### config.mk
export PLATFORM = sky130hd
export DESIGN_NAME = sm_config_ctrl
export DESIGN_NICKNAME = d
export VERILOG_FILES = /design/src/rtl/sm_ctrl_pkg.sv /design/src/rtl/sm_reset_stretch.sv /design/src/rtl/sm_config_ctrl.sv
export SDC_FILE = /design/constraint.sdc
export NUM_CORES = 1
export LEC_CHECK = 0
export CAP_MARGIN = 10
export CORE_MARGIN = 1
export CORE_UTILIZATION = 50
export CTS_CLUSTER_DIAMETER = 80
export DETAILED_ROUTE_END_ITERATION = 10
export DONT_BUFFER_PORTS = 1
export GPL_ROUTABILITY_DRIVEN = 0
export PLACE_DENSITY = 0.71
export SKIP_CTS_REPAIR_TIMING = 1
export SYNTH_ARGS = -nofsm -noshare
export SYNTH_HDL_FRONTEND = slang
export SYNTH_SLANG_ARGS = --single-unit
export TNS_END_PERCENT = 1
### constraint.sdc
create_clock -name i_mclk -period 5.65 [get_ports i_mclk]
set_input_delay 0.565 -clock i_mclk [delete_from_list [all_inputs] [get_ports i_mclk]]
set_output_delay 0.565 -clock i_mclk [all_outputs]
set_load 0.005 [all_outputs]
### src/rtl/sm_ctrl_pkg.sv
// rtl/sm_ctrl_pkg.sv - shared types and constants for the SPM configuration sequencer
// Contents:
//   ADDR_W      address width of the text/data range registers
//   state_t     sequencer state encoding
//   err_t       response status codes (ERR_OK, ERR_RANGE, ERR_OVERLAP, ERR_VIOL)
package sm_ctrl_pkg;

  localparam int ADDR_W = 16;

  typedef enum logic [2:0] {
    ST_IDLE   = 3'd0,
    ST_CHECK  = 3'd1,
    ST_STROBE = 3'd2,
    ST_SETTLE = 3'd3,
    ST_RESP   = 3'd4,
    ST_VRST   = 3'd5
  } state_t;

  typedef logic [1:0] err_t;

  localparam err_t ERR_OK      = 2'd0;
  localparam err_t ERR_RANGE   = 2'd1;
  localparam err_t ERR_OVERLAP = 2'd2;
  localparam err_t ERR_VIOL    = 2'd3;

endpackage

### src/rtl/sm_reset_stretch.sv
// rtl/sm_reset_stretch.sv - violation-driven reset stretcher with reload counter
// Ports:
//   i_clk        clock
//   i_rst_n      asynchronous active-low reset
//   i_viol       violation sample; reloads the stretch counter
//   o_sys_reset  registered stretched reset, high RST_LEN cycles after the last violation
//   o_last       counter is in its final stretch cycle
module sm_reset_stretch #(
  parameter int RST_LEN = 16
) (
  input  logic i_clk,
  input  logic i_rst_n,
  input  logic i_viol,
  output logic o_sys_reset,
  output logic o_last
);

  localparam int CW = $clog2(RST_LEN + 1);

  logic [CW-1:0] r_cnt;
  logic          r_sys_reset;

  // r_sys_reset tracks "counter will be non-zero next cycle", so the
  // output is registered and drops exactly when the counter empties.
  always_ff @(posedge i_clk or negedge i_rst_n) begin
    if (!i_rst_n) begin
      r_cnt       <= '0;
      r_sys_reset <= 1'b0;
    end else if (i_viol) begin
      r_cnt       <= CW'(RST_LEN);
      r_sys_reset <= 1'b1;
    end else if (r_cnt != '0) begin
      r_cnt       <= r_cnt - CW'(1);
      r_sys_reset <= (r_cnt != CW'(1));
    end else begin
      r_sys_reset <= 1'b0;
    end
  end

  assign o_sys_reset = r_sys_reset;
  assign o_last      = (r_cnt == CW'(1));

endmodule

### src/rtl/sm_config_ctrl.sv
// rtl/sm_config_ctrl.sv - descriptor sequencer for SPM control with violation reset stretch
// Ports:
//   i_mclk, i_reset_n                    clock, asynchronous active-low reset
//   i_cfg_valid / o_cfg_ready            descriptor request handshake
//   i_cfg_text_start/_end, i_cfg_data_start/_end   ranges (end exclusive)
//   o_rsp_valid / i_rsp_ready, o_rsp_err status response handshake and code
//   o_spm_enable                         one-cycle enable strobe to SPM control
//   o_spm_r12..o_spm_r15                 captured text start/end, data start/end
//   i_spm_violation                      violation from SPM control
//   o_sys_reset                          registered stretched reset request
//   o_viol_count                         saturating count of violation rising edges
module sm_config_ctrl
  import sm_ctrl_pkg::*;
#(
  parameter int RST_LEN = 16,
  parameter int SETTLE  = 2
) (
  input  logic              i_mclk,
  input  logic              i_reset_n,
  input  logic              i_cfg_valid,
  output logic              o_cfg_ready,
  input  logic [ADDR_W-1:0] i_cfg_text_start,
  input  logic [ADDR_W-1:0] i_cfg_text_end,
  input  logic [ADDR_W-1:0] i_cfg_data_start,
  input  logic [ADDR_W-1:0] i_cfg_data_end,
  output logic              o_rsp_valid,
  input  logic              i_rsp_ready,
  output logic [1:0]        o_rsp_err,
  output logic              o_spm_enable,
  output logic [ADDR_W-1:0] o_spm_r12,
  output logic [ADDR_W-1:0] o_spm_r13,
  output logic [ADDR_W-1:0] o_spm_r14,
  output logic [ADDR_W-1:0] o_spm_r15,
  input  logic              i_spm_violation,
  output logic              o_sys_reset,
  output logic [7:0]        o_viol_count
);

  localparam int SCW = (SETTLE > 1) ? $clog2(SETTLE) : 1;

  state_t            r_state;
  logic              r_rsp_valid;
  err_t              r_rsp_err;
  logic              r_spm_enable;
  logic [ADDR_W-1:0] r_r12, r_r13, r_r14, r_r15;
  logic              r_pending;
  logic [SCW-1:0]    r_settle_cnt;
  logic              r_viol_d;
  logic [7:0]        r_viol_count;

  logic w_range_err;
  logic w_overlap;
  logic w_stretch_last;

  sm_reset_stretch #(
    .RST_LEN (RST_LEN)
  ) u_stretch (
    .i_clk       (i_mclk),
    .i_rst_n     (i_reset_n),
    .i_viol      (i_spm_violation),
    .o_sys_reset (o_sys_reset),
    .o_last      (w_stretch_last)
  );

  // Checks run on the captured registers, one cycle after accept.
  assign w_range_err = (r_r12 >= r_r13) || (r_r14 >= r_r15);
  assign w_overlap   = (r_r12 < r_r15) && (r_r14 < r_r13);

  always_ff @(posedge i_mclk or negedge i_reset_n) begin
    if (!i_reset_n) begin
      r_state      <= ST_IDLE;
      r_rsp_valid  <= 1'b0;
      r_rsp_err    <= ERR_OK;
      r_spm_enable <= 1'b0;
      r_r12        <= '0;
      r_r13        <= '0;
      r_r14        <= '0;
      r_r15        <= '0;
      r_pending    <= 1'b0;
      r_settle_cnt <= '0;
      r_viol_d     <= 1'b0;
      r_viol_count <= '0;
    end else begin
      r_spm_enable <= 1'b0;
      r_viol_d     <= i_spm_violation;
      if (i_spm_violation && !r_viol_d && (r_viol_count != 8'hFF)) begin
        r_viol_count <= r_viol_count + 8'd1;
      end

      if (i_spm_violation) begin
        r_state     <= ST_VRST;
        r_rsp_valid <= 1'b0;
        case (r_state)
          // cfg_ready was high, so the master saw its descriptor taken;
          // record it and report the violation against it.
          ST_IDLE: begin
            if (i_cfg_valid) begin
              r_r12     <= i_cfg_text_start;
              r_r13     <= i_cfg_text_end;
              r_r14     <= i_cfg_data_start;
              r_r15     <= i_cfg_data_end;
              r_pending <= 1'b1;
              r_rsp_err <= ERR_VIOL;
            end
          end
          ST_CHECK, ST_STROBE, ST_SETTLE: begin
            r_pending <= 1'b1;
            r_rsp_err <= ERR_VIOL;
          end
          // A response consumed on this very edge is not reissued.
          ST_RESP: r_pending <= !i_rsp_ready;
          default: ;
        endcase
      end else begin
        case (r_state)
          ST_IDLE: begin
            if (i_cfg_valid) begin
              r_r12   <= i_cfg_text_start;
              r_r13   <= i_cfg_text_end;
              r_r14   <= i_cfg_data_start;
              r_r15   <= i_cfg_data_end;
              r_state <= ST_CHECK;
            end
          end
          ST_CHECK: begin
            if (w_range_err) begin
              r_rsp_err   <= ERR_RANGE;
              r_rsp_valid <= 1'b1;
              r_state     <= ST_RESP;
            end else if (w_overlap) begin
              r_rsp_err   <= ERR_OVERLAP;
              r_rsp_valid <= 1'b1;
              r_state     <= ST_RESP;
            end else begin
              r_spm_enable <= 1'b1;
              r_state      <= ST_STROBE;
            end
          end
          ST_STROBE: begin
            r_settle_cnt <= SCW'(SETTLE - 1);
            r_state      <= ST_SETTLE;
          end
          ST_SETTLE: begin
            if (r_settle_cnt == '0) begin
              r_rsp_err   <= ERR_OK;
              r_rsp_valid <= 1'b1;
              r_state     <= ST_RESP;
            end else begin
              r_settle_cnt <= r_settle_cnt - SCW'(1);
            end
          end
          ST_RESP: begin
            if (i_rsp_ready) begin
              r_rsp_valid <= 1'b0;
              r_state     <= ST_IDLE;
            end
          end
          ST_VRST: begin
            if (w_stretch_last) begin
              if (r_pending) begin
                r_pending   <= 1'b0;
                r_rsp_valid <= 1'b1;
                r_state     <= ST_RESP;
              end else begin
                r_state <= ST_IDLE;
              end
            end
          end
          default: r_state <= ST_IDLE;
        endcase
      end
    end
  end

  assign o_cfg_ready  = (r_state == ST_IDLE);
  assign o_rsp_valid  = r_rsp_valid;
  assign o_rsp_err    = r_rsp_err;
  assign o_spm_enable = r_spm_enable;
  assign o_spm_r12    = r_r12;
  assign o_spm_r13    = r_r13;
  assign o_spm_r14    = r_r14;
  assign o_spm_r15    = r_r15;
  assign o_viol_count = r_viol_count;

endmodule

== Word level (Yosys, flattened, before mapping) ==
Index checks and enable logic that the tools add are counted.
Widths: inputs -> output; s select.

* Bitwise operators: 1
* Reductions and logical operators: 21
* Equality and inequality tests: 17
* Magnitude comparators: 4
* $add $sub $neg: 3
* Multiplexer cells: 39

{| class="wikitable"
|+ Operators with widths
! cell !! count
|-
| $ge 16x16->1 || 2
|-
| $lt 16x16->1 || 2
|-
| $mux 3 || 8
|-
| $mux 1 || 18
|-
| $pmux 3 s6 || 1
|-
| $ne 3x3->1 const B || 4
|-
| $mux 2 || 5
|-
| $mux 5 || 2
|-
| $reduce_bool 5->1 || 2
|-
| $ne 3x2->1 const B || 3
|-
| $add 8x1->8 const B || 1
|-
| $ne 8x8->1 const B || 1
|-
| $pmux 2 s2 || 2
|-
| $reduce_and 4->1 || 2
|-
| $reduce_bool 2->1 || 4
|-
| $eq 3x2->1 const B || 2
|-
| $eq 3x3->1 const B || 2
|-
| $reduce_and 6->1 || 1
|-
| $eq 5x1->1 const B || 1
|-
| $ne 5x1->1 const B || 1
|-
| $reduce_and 5->1 || 1
|-
| $sub 5x1->5 const B || 1
|-
| $ne 4x2->1 const B || 1
|-
| $ne 4x4->1 const B || 1
|-
| other kinds (13) || 17
|}

* Word-level logic and storage cells: 99
* Output and inout port bits: 78
* Register bits after elaboration: 88
* Bits of input ports: 69

== Depth between registers and ports, before layout ==
* Depth after elaboration: 6
* Depth in mapped cells: 9
* Mapped depth without buffers: 9

== By module ==
A second synthesis with hierarchy kept.

* Cell total of the unflattened synthesis: 490
* Area, all modules: 4986.0 µm²

{| class="wikitable"
|+ Modules (own cells, without submodules)
! module !! cells an instance !! times used !! seq. area each (µm²) !! area each (µm²)
|-
| sm_config_ctrl || 460 || 1 || 2052.0 || 4675.7
|-
| sm_reset_stretch || 30 || 1 || 150.1 || 310.3
|}

== Least setup slack after synthesis ==
Ideal clock, no wire load.

* Path type: register -> register
* From: register r_r12[0] (netlist: o_spm_r12[0])
* To: register r_rsp_valid (netlist: o_rsp_valid)
* Cell stages (with the launch flop): 10
* Required time: 5.531 ns
* Buffers on the path: 0
* Arrival: 2.077 ns
* Period minus slack after synthesis: 2.195 ns
* Setup slack: 3.455 ns
* Setup time: 0.119 ns
* Cells stage by stage: dfrtp_1 -> inv_1 -> ha_1 -> nand2b_4 -> a2111oi_2 -> o21ai_1 -> o211ai_1 -> nand4_1 -> or3_4 -> o21a_1

* Cells in the longest elaborated chain, start to end: 5
* Elaborated cells between the ends (all ways): 9
* Those cells by class: order compare: 2; eq/ne: 1; mux: 3; reduce/logical: 3

{| class="wikitable"
|+ RTL lines
! element !! line !! text
|-
| from (decl) || sm_config_ctrl.sv:45 || <nowiki>logic [ADDR_W-1:0] r_r12, r_r13, r_r14, r_r15;</nowiki>
|-
| from (signal assigned) || sm_config_ctrl.sv:98 || <nowiki>r_r12 <= i_cfg_text_start;</nowiki>
|-
| from (signal assigned) || sm_config_ctrl.sv:118 || <nowiki>r_r12 <= i_cfg_text_start;</nowiki>
|-
| $ge 16x16->1 || sm_config_ctrl.sv:66 || <nowiki>assign w_range_err = (r_r12 >= r_r13) || (r_r14 >= r_r15);</nowiki>
|-
| $logic_or 1x1->1 || sm_config_ctrl.sv:66 ||
|-
| $mux 1 || sm_config_ctrl.sv:126 || <nowiki>if (w_range_err) begin</nowiki>
|-
| $pmux 1 s4 || sm_config_ctrl.sv:115 || <nowiki>case (r_state)</nowiki>
|-
| $mux 1 || sm_config_ctrl.sv:90 || <nowiki>if (i_spm_violation) begin</nowiki>
|-
| to (signal assigned) || sm_config_ctrl.sv:72 || <nowiki>r_rsp_valid <= 1'b0;</nowiki>
|-
| to (signal assigned) || sm_config_ctrl.sv:92 || <nowiki>r_rsp_valid <= 1'b0;</nowiki>
|-
| to (signal assigned) || sm_config_ctrl.sv:128 || <nowiki>r_rsp_valid <= 1'b1;</nowiki>
|-
| to (decl) || sm_config_ctrl.sv:42 || <nowiki>logic r_rsp_valid;</nowiki>
|}

Several ways; a longest one is shown, not always the timed one.
A chain may end at the register's enable or synchronous reset.

== Final worst setup path ==
* From: register r_r13[13] (netlist: o_spm_r13[13])
* To: register r_rsp_valid (netlist: o_rsp_valid)

* Cells in the longest elaborated chain, start to end: 5
* Elaborated cells between the ends (all ways): 9
* Those cells by class: order compare: 2; eq/ne: 1; mux: 3; reduce/logical: 3

{| class="wikitable"
|+ RTL lines
! element !! line !! text
|-
| from (decl) || sm_config_ctrl.sv:45 ||
|-
| from (signal assigned) || sm_config_ctrl.sv:99 || <nowiki>r_r13 <= i_cfg_text_end;</nowiki>
|-
| from (signal assigned) || sm_config_ctrl.sv:119 || <nowiki>r_r13 <= i_cfg_text_end;</nowiki>
|-
| $ge 16x16->1 || sm_config_ctrl.sv:66 ||
|-
| $logic_or 1x1->1 || sm_config_ctrl.sv:66 ||
|-
| $mux 1 || sm_config_ctrl.sv:126 ||
|-
| $pmux 1 s4 || sm_config_ctrl.sv:115 ||
|-
| $mux 1 || sm_config_ctrl.sv:90 ||
|}

Several ways; a longest one is shown, not always the timed one.

==> impl_metrics.py <==
metrics = {
    "power_and_ir_drop": {
        "peak_ir_drop_on_the_vdd_network_mv": 0.305,
        "leakagePower_nw": 2.38,
        "total_design_power_mw": 3.15,
        "p_per_area_nw_per_um2": 596,
    },
    "cts": {
        "cts_tree": "done",
        "cts_num_sinks": 88,
        "cts.reportedPaths.clkPinSlew_ns": 0.08,
        "ctsLongestPathBuffers": 2,
        "cts.root.buffer_cell": "sky130_fd_sc_hd__clkbuf_8",
        "numCtsBuffers": 9,
        "clock_tree.htree_level_count": 3,
        "clock_latency_ns": 0.35,
    },
    "synthesis": {
        "synth_cell_types": 46,
        "yosys.area_share.xor_xnor_pct": 1.40,
        "synthesis.instances": 487,
        "area_of_the_mapped_netlist_sq_um": 5000,
        "synthAdderAreaFrac_pct": 16.5,
        "post_synthesis_compound_gate_area_fraction_pct": 13.8,
        "syn_nets": 622,
        "synth_mux_area_share_pct": 7.85,
        "ys.flop_type": "sky130_fd_sc_hd__dfrtp_1",
        "synth_top_family_by_area": "adder cells",
        "yosysWarningCount": 0,
        "syn_area_per_cell_sq_um": 10.3,
        "synth_top_cell_area_share_pct": 44.0,
        "synthArstFlopShare_pct": 100,
        "synth_simple_gate_area_share_pct": 12.1,
        "number_of_synthesized_flops_with_an_enable_pin": 0,
        "synth_top_cell_by_area": "sky130_fd_sc_hd__dfrtp_1",
        "yosys-top-cells-area": "sky130_fd_sc_hd__dfrtp_1 (44%), sky130_fd_sc_hd__ha_1 (17%), sky130_fd_sc_hd__mux2_2 (7.7%)",
        "seq_area_frac_synth_pct": 44.0,
        "synth.ff_latch_count": 88,
    },
    "min_path": {
        "type_of_the_tightest_min_delay_check": "in -> async",
    },
    "place": {
        "post-place-cells": 603,
        "dp_hpwl_microns": 8230,
        "place_area_sq_um": 5090,
        "port_buffers": 0,
    },
    "final_layout": {
        "post_route_cells_drive_above_1_share_pct": 11.7,
        "fin_cells": 619,
        "final_common_cell": "sky130_fd_sc_hd__dfrtp_1",
        "finish.instance_area_sq_um": 5290,
        "layout.filler_cells": 895,
        "finish.net_count": 617,
        "multi_input_comb_area_sq_um": 2590,
        "area_of_all_sequential_standard_cells_sq_um": 2200,
        "leading_cell_types_in_the_layout_fill_and_taps_excluded": "sky130_fd_sc_hd__dfrtp_1 (88), sky130_fd_sc_hd__ha_1 (66), sky130_fd_sc_hd__nand2_1 (54)",
        "areaGrowthSynthToFinish_pct": 5.65,
        "final_core_util_pct": 54.3,
        "num_antenna_cells": 0,
    },
    "sta": {
        "maxSlewViolCount": 0,
        "timing.slew.headroom_pct": 36.6,
        "worst_clock_skew_ns": 0.00586,
        "rsz0062_at_grt": "false",
        "setup_violations": 0,
        "slew_at_the_pin_with_the_worst_max_slew_slack_ns": 0.952,
        "fmax_ghz": 0.401,
        "shortest_period_the_worst_path_allows_ns": 2.50,
        "tns_ns": 0,
        "final_hold_viol_count": 0,
        "post-route-period-util_pct": 44.2,
    },
    "die": {
        "start_util_pct": 51.4,
        "num_io_pins": 147,
        "core_sq_um": 9730,
        "die_outline_area_sq_um": 10400,
        "die_width_microns": 102,
        "dieHeight_microns": 102,
        "placement_rows": 36,
    },
    "drt": {
        "residual_antenna_violating_net_count_after_detailed_routing": 0,
        "drt-total-wl_microns": 10800,
        "detail_route.wl_per_cell_microns": 17.5,
        "vias": 3524,
        "firstDrtPassIters": 4,
        "drc": 0,
        "vias_per_cell": 5.69,
        "drtIter0Drc": 102,
    },
    "worst_setup_path": {
        "start_kind": "register",
        "criticalPathCategory": "reg -> reg",
        "timing.critical_path.to_type": "register",
        "crit_arrival_ns": 2.74,
        "cpPeakStageDelay_ns": 0.39,
        "timing.critical_path.cells": "inv_1 -> ha_1 -> nand4_1 -> nor3_2 -> o41ai_1 -> o311ai_1 -> nor4_2 -> or3_4 -> o21a_1",
        "path_max_fanout": 5,
        "slowest_stage": "sky130_fd_sc_hd__or3_4",
        "critical_path_required_ns": 5.90,
    },
    "grt": {
        "grt_max_degree": 97,
        "groute.usage.overall_pct": 21.9,
        "first_pass_grt_wire_length_microns": 17200,
        "gr-total-overflow": 0,
        "antenna_found_initial": 0,
        "via_count_of_the_first_global_routing_pass": 3452,
    },
    "status": {
        "status": "completed",
    },
    "job": {
        "count_of_max_cap_constraint_violations": 0,
    },
}
final timing paths:
check	startpoint	to	slack, ns	cells past startpoint
min in group i_mclk	i_spm_violation	r_viol_d	0.24	0
max in group asynchronous	i_reset_n	o_spm_r12[10]	5.17	1
worst max-delay path	o_spm_r13[13]	o_rsp_valid	3.15	9
worst max register to register	o_spm_r13[13]	o_rsp_valid	3.15	9
worst min register to register	u_stretch.r_cnt[4]	u_stretch.r_cnt[4]	0.50	1
worst min-delay path	i_reset_n	o_viol_count[4]	0.08	1
Yosys cell counts, types with 8 or more instances:
cell type / n
sky130_fd_sc_hd__inv_1: 36
sky130_fd_sc_hd__dfrtp_1: 88
sky130_fd_sc_hd__mux2_2: 34
sky130_fd_sc_hd__a21oi_1: 24
sky130_fd_sc_hd__clkbuf_1: 8
sky130_fd_sc_hd__nand4_1: 13
sky130_fd_sc_hd__nor2_1: 20
sky130_fd_sc_hd__ha_1: 66
sky130_fd_sc_hd__nand2_1: 54
sky130_fd_sc_hd__nor3_1: 8
sky130_fd_sc_hd__o21ai_0: 45
worst max-delay path, delay by kind of cell, from the launching register on:
family	cells	cell delay [ns]
simple gates	4	0.99
buf+inv	1	0.09
compound gates	3	0.60
fa+ha+maj	1	0.32
flops	1	0.38
area by class of cell:
class                           instances  area share [%]
Sequential cell                        88            41.7
Multi-Input combinational cell        346            49.0
Tap cell                              133            3.15
Clock buffer                           15            3.15
Timing Repair Buffer                    1           0.521
Inverter                               36            2.56
registers in the layout (all words and copies together), names as in the netlist:
register / cells
o_rsp_err: 2
u_stretch.o_sys_reset: 1
o_spm_enable: 1
r_pending: 1
o_spm_r13: 16
r_settle_cnt: 1
o_rsp_valid: 1
o_spm_r15: 16
r_state: 3
r_viol_d: 1
o_spm_r14: 16
u_stretch.r_cnt: 5
o_spm_r12: 16
o_viol_count: 8
cells by family (layout without fill, tap and decap cells):
family	after synthesis	in the layout
mux	35	35
compound gates	113	113
xor+xnor	8	8
flops	88	88
fa+ha+maj	66	66
buf+inv	53	52
simple gates	124	124
routing by layer:
layer / vias to the layer above / wire length (microns) / track usage, %
met5: - / 0 / 0
met4: 0 / 172 / 8.35
met3: 14 / 1070 / 8.34
met2: 120 / 5010 / 34.2
met1: 1672 / 4590 / 27.7
li1: 1718 / - / -
where the power goes:
group | internal [mW] | switching (mW) | total, mW | leakage (nW)
Clock | 0.183 | 0.199 | 0.381 | 0.0838
Combinational | 0.688 | 0.780 | 1.47 | 1.23
Sequential | 0.920 | 0.381 | 1.30 | 1.07
per-stage QoR:
stage / hold WS, ns / setup slack, ns
6_report: 0.0845 / 3.15
3_3_place_gp: 0.271 / 3.25
4_1_cts: -0.125 / 3.16
2_1_floorplan: 0.269 / 3.45
3_5_place_dp: 0.271 / 3.19
5_1_grt: 0.137 / 3.02
Note: power is estimated with default switching activity, not from simulation.
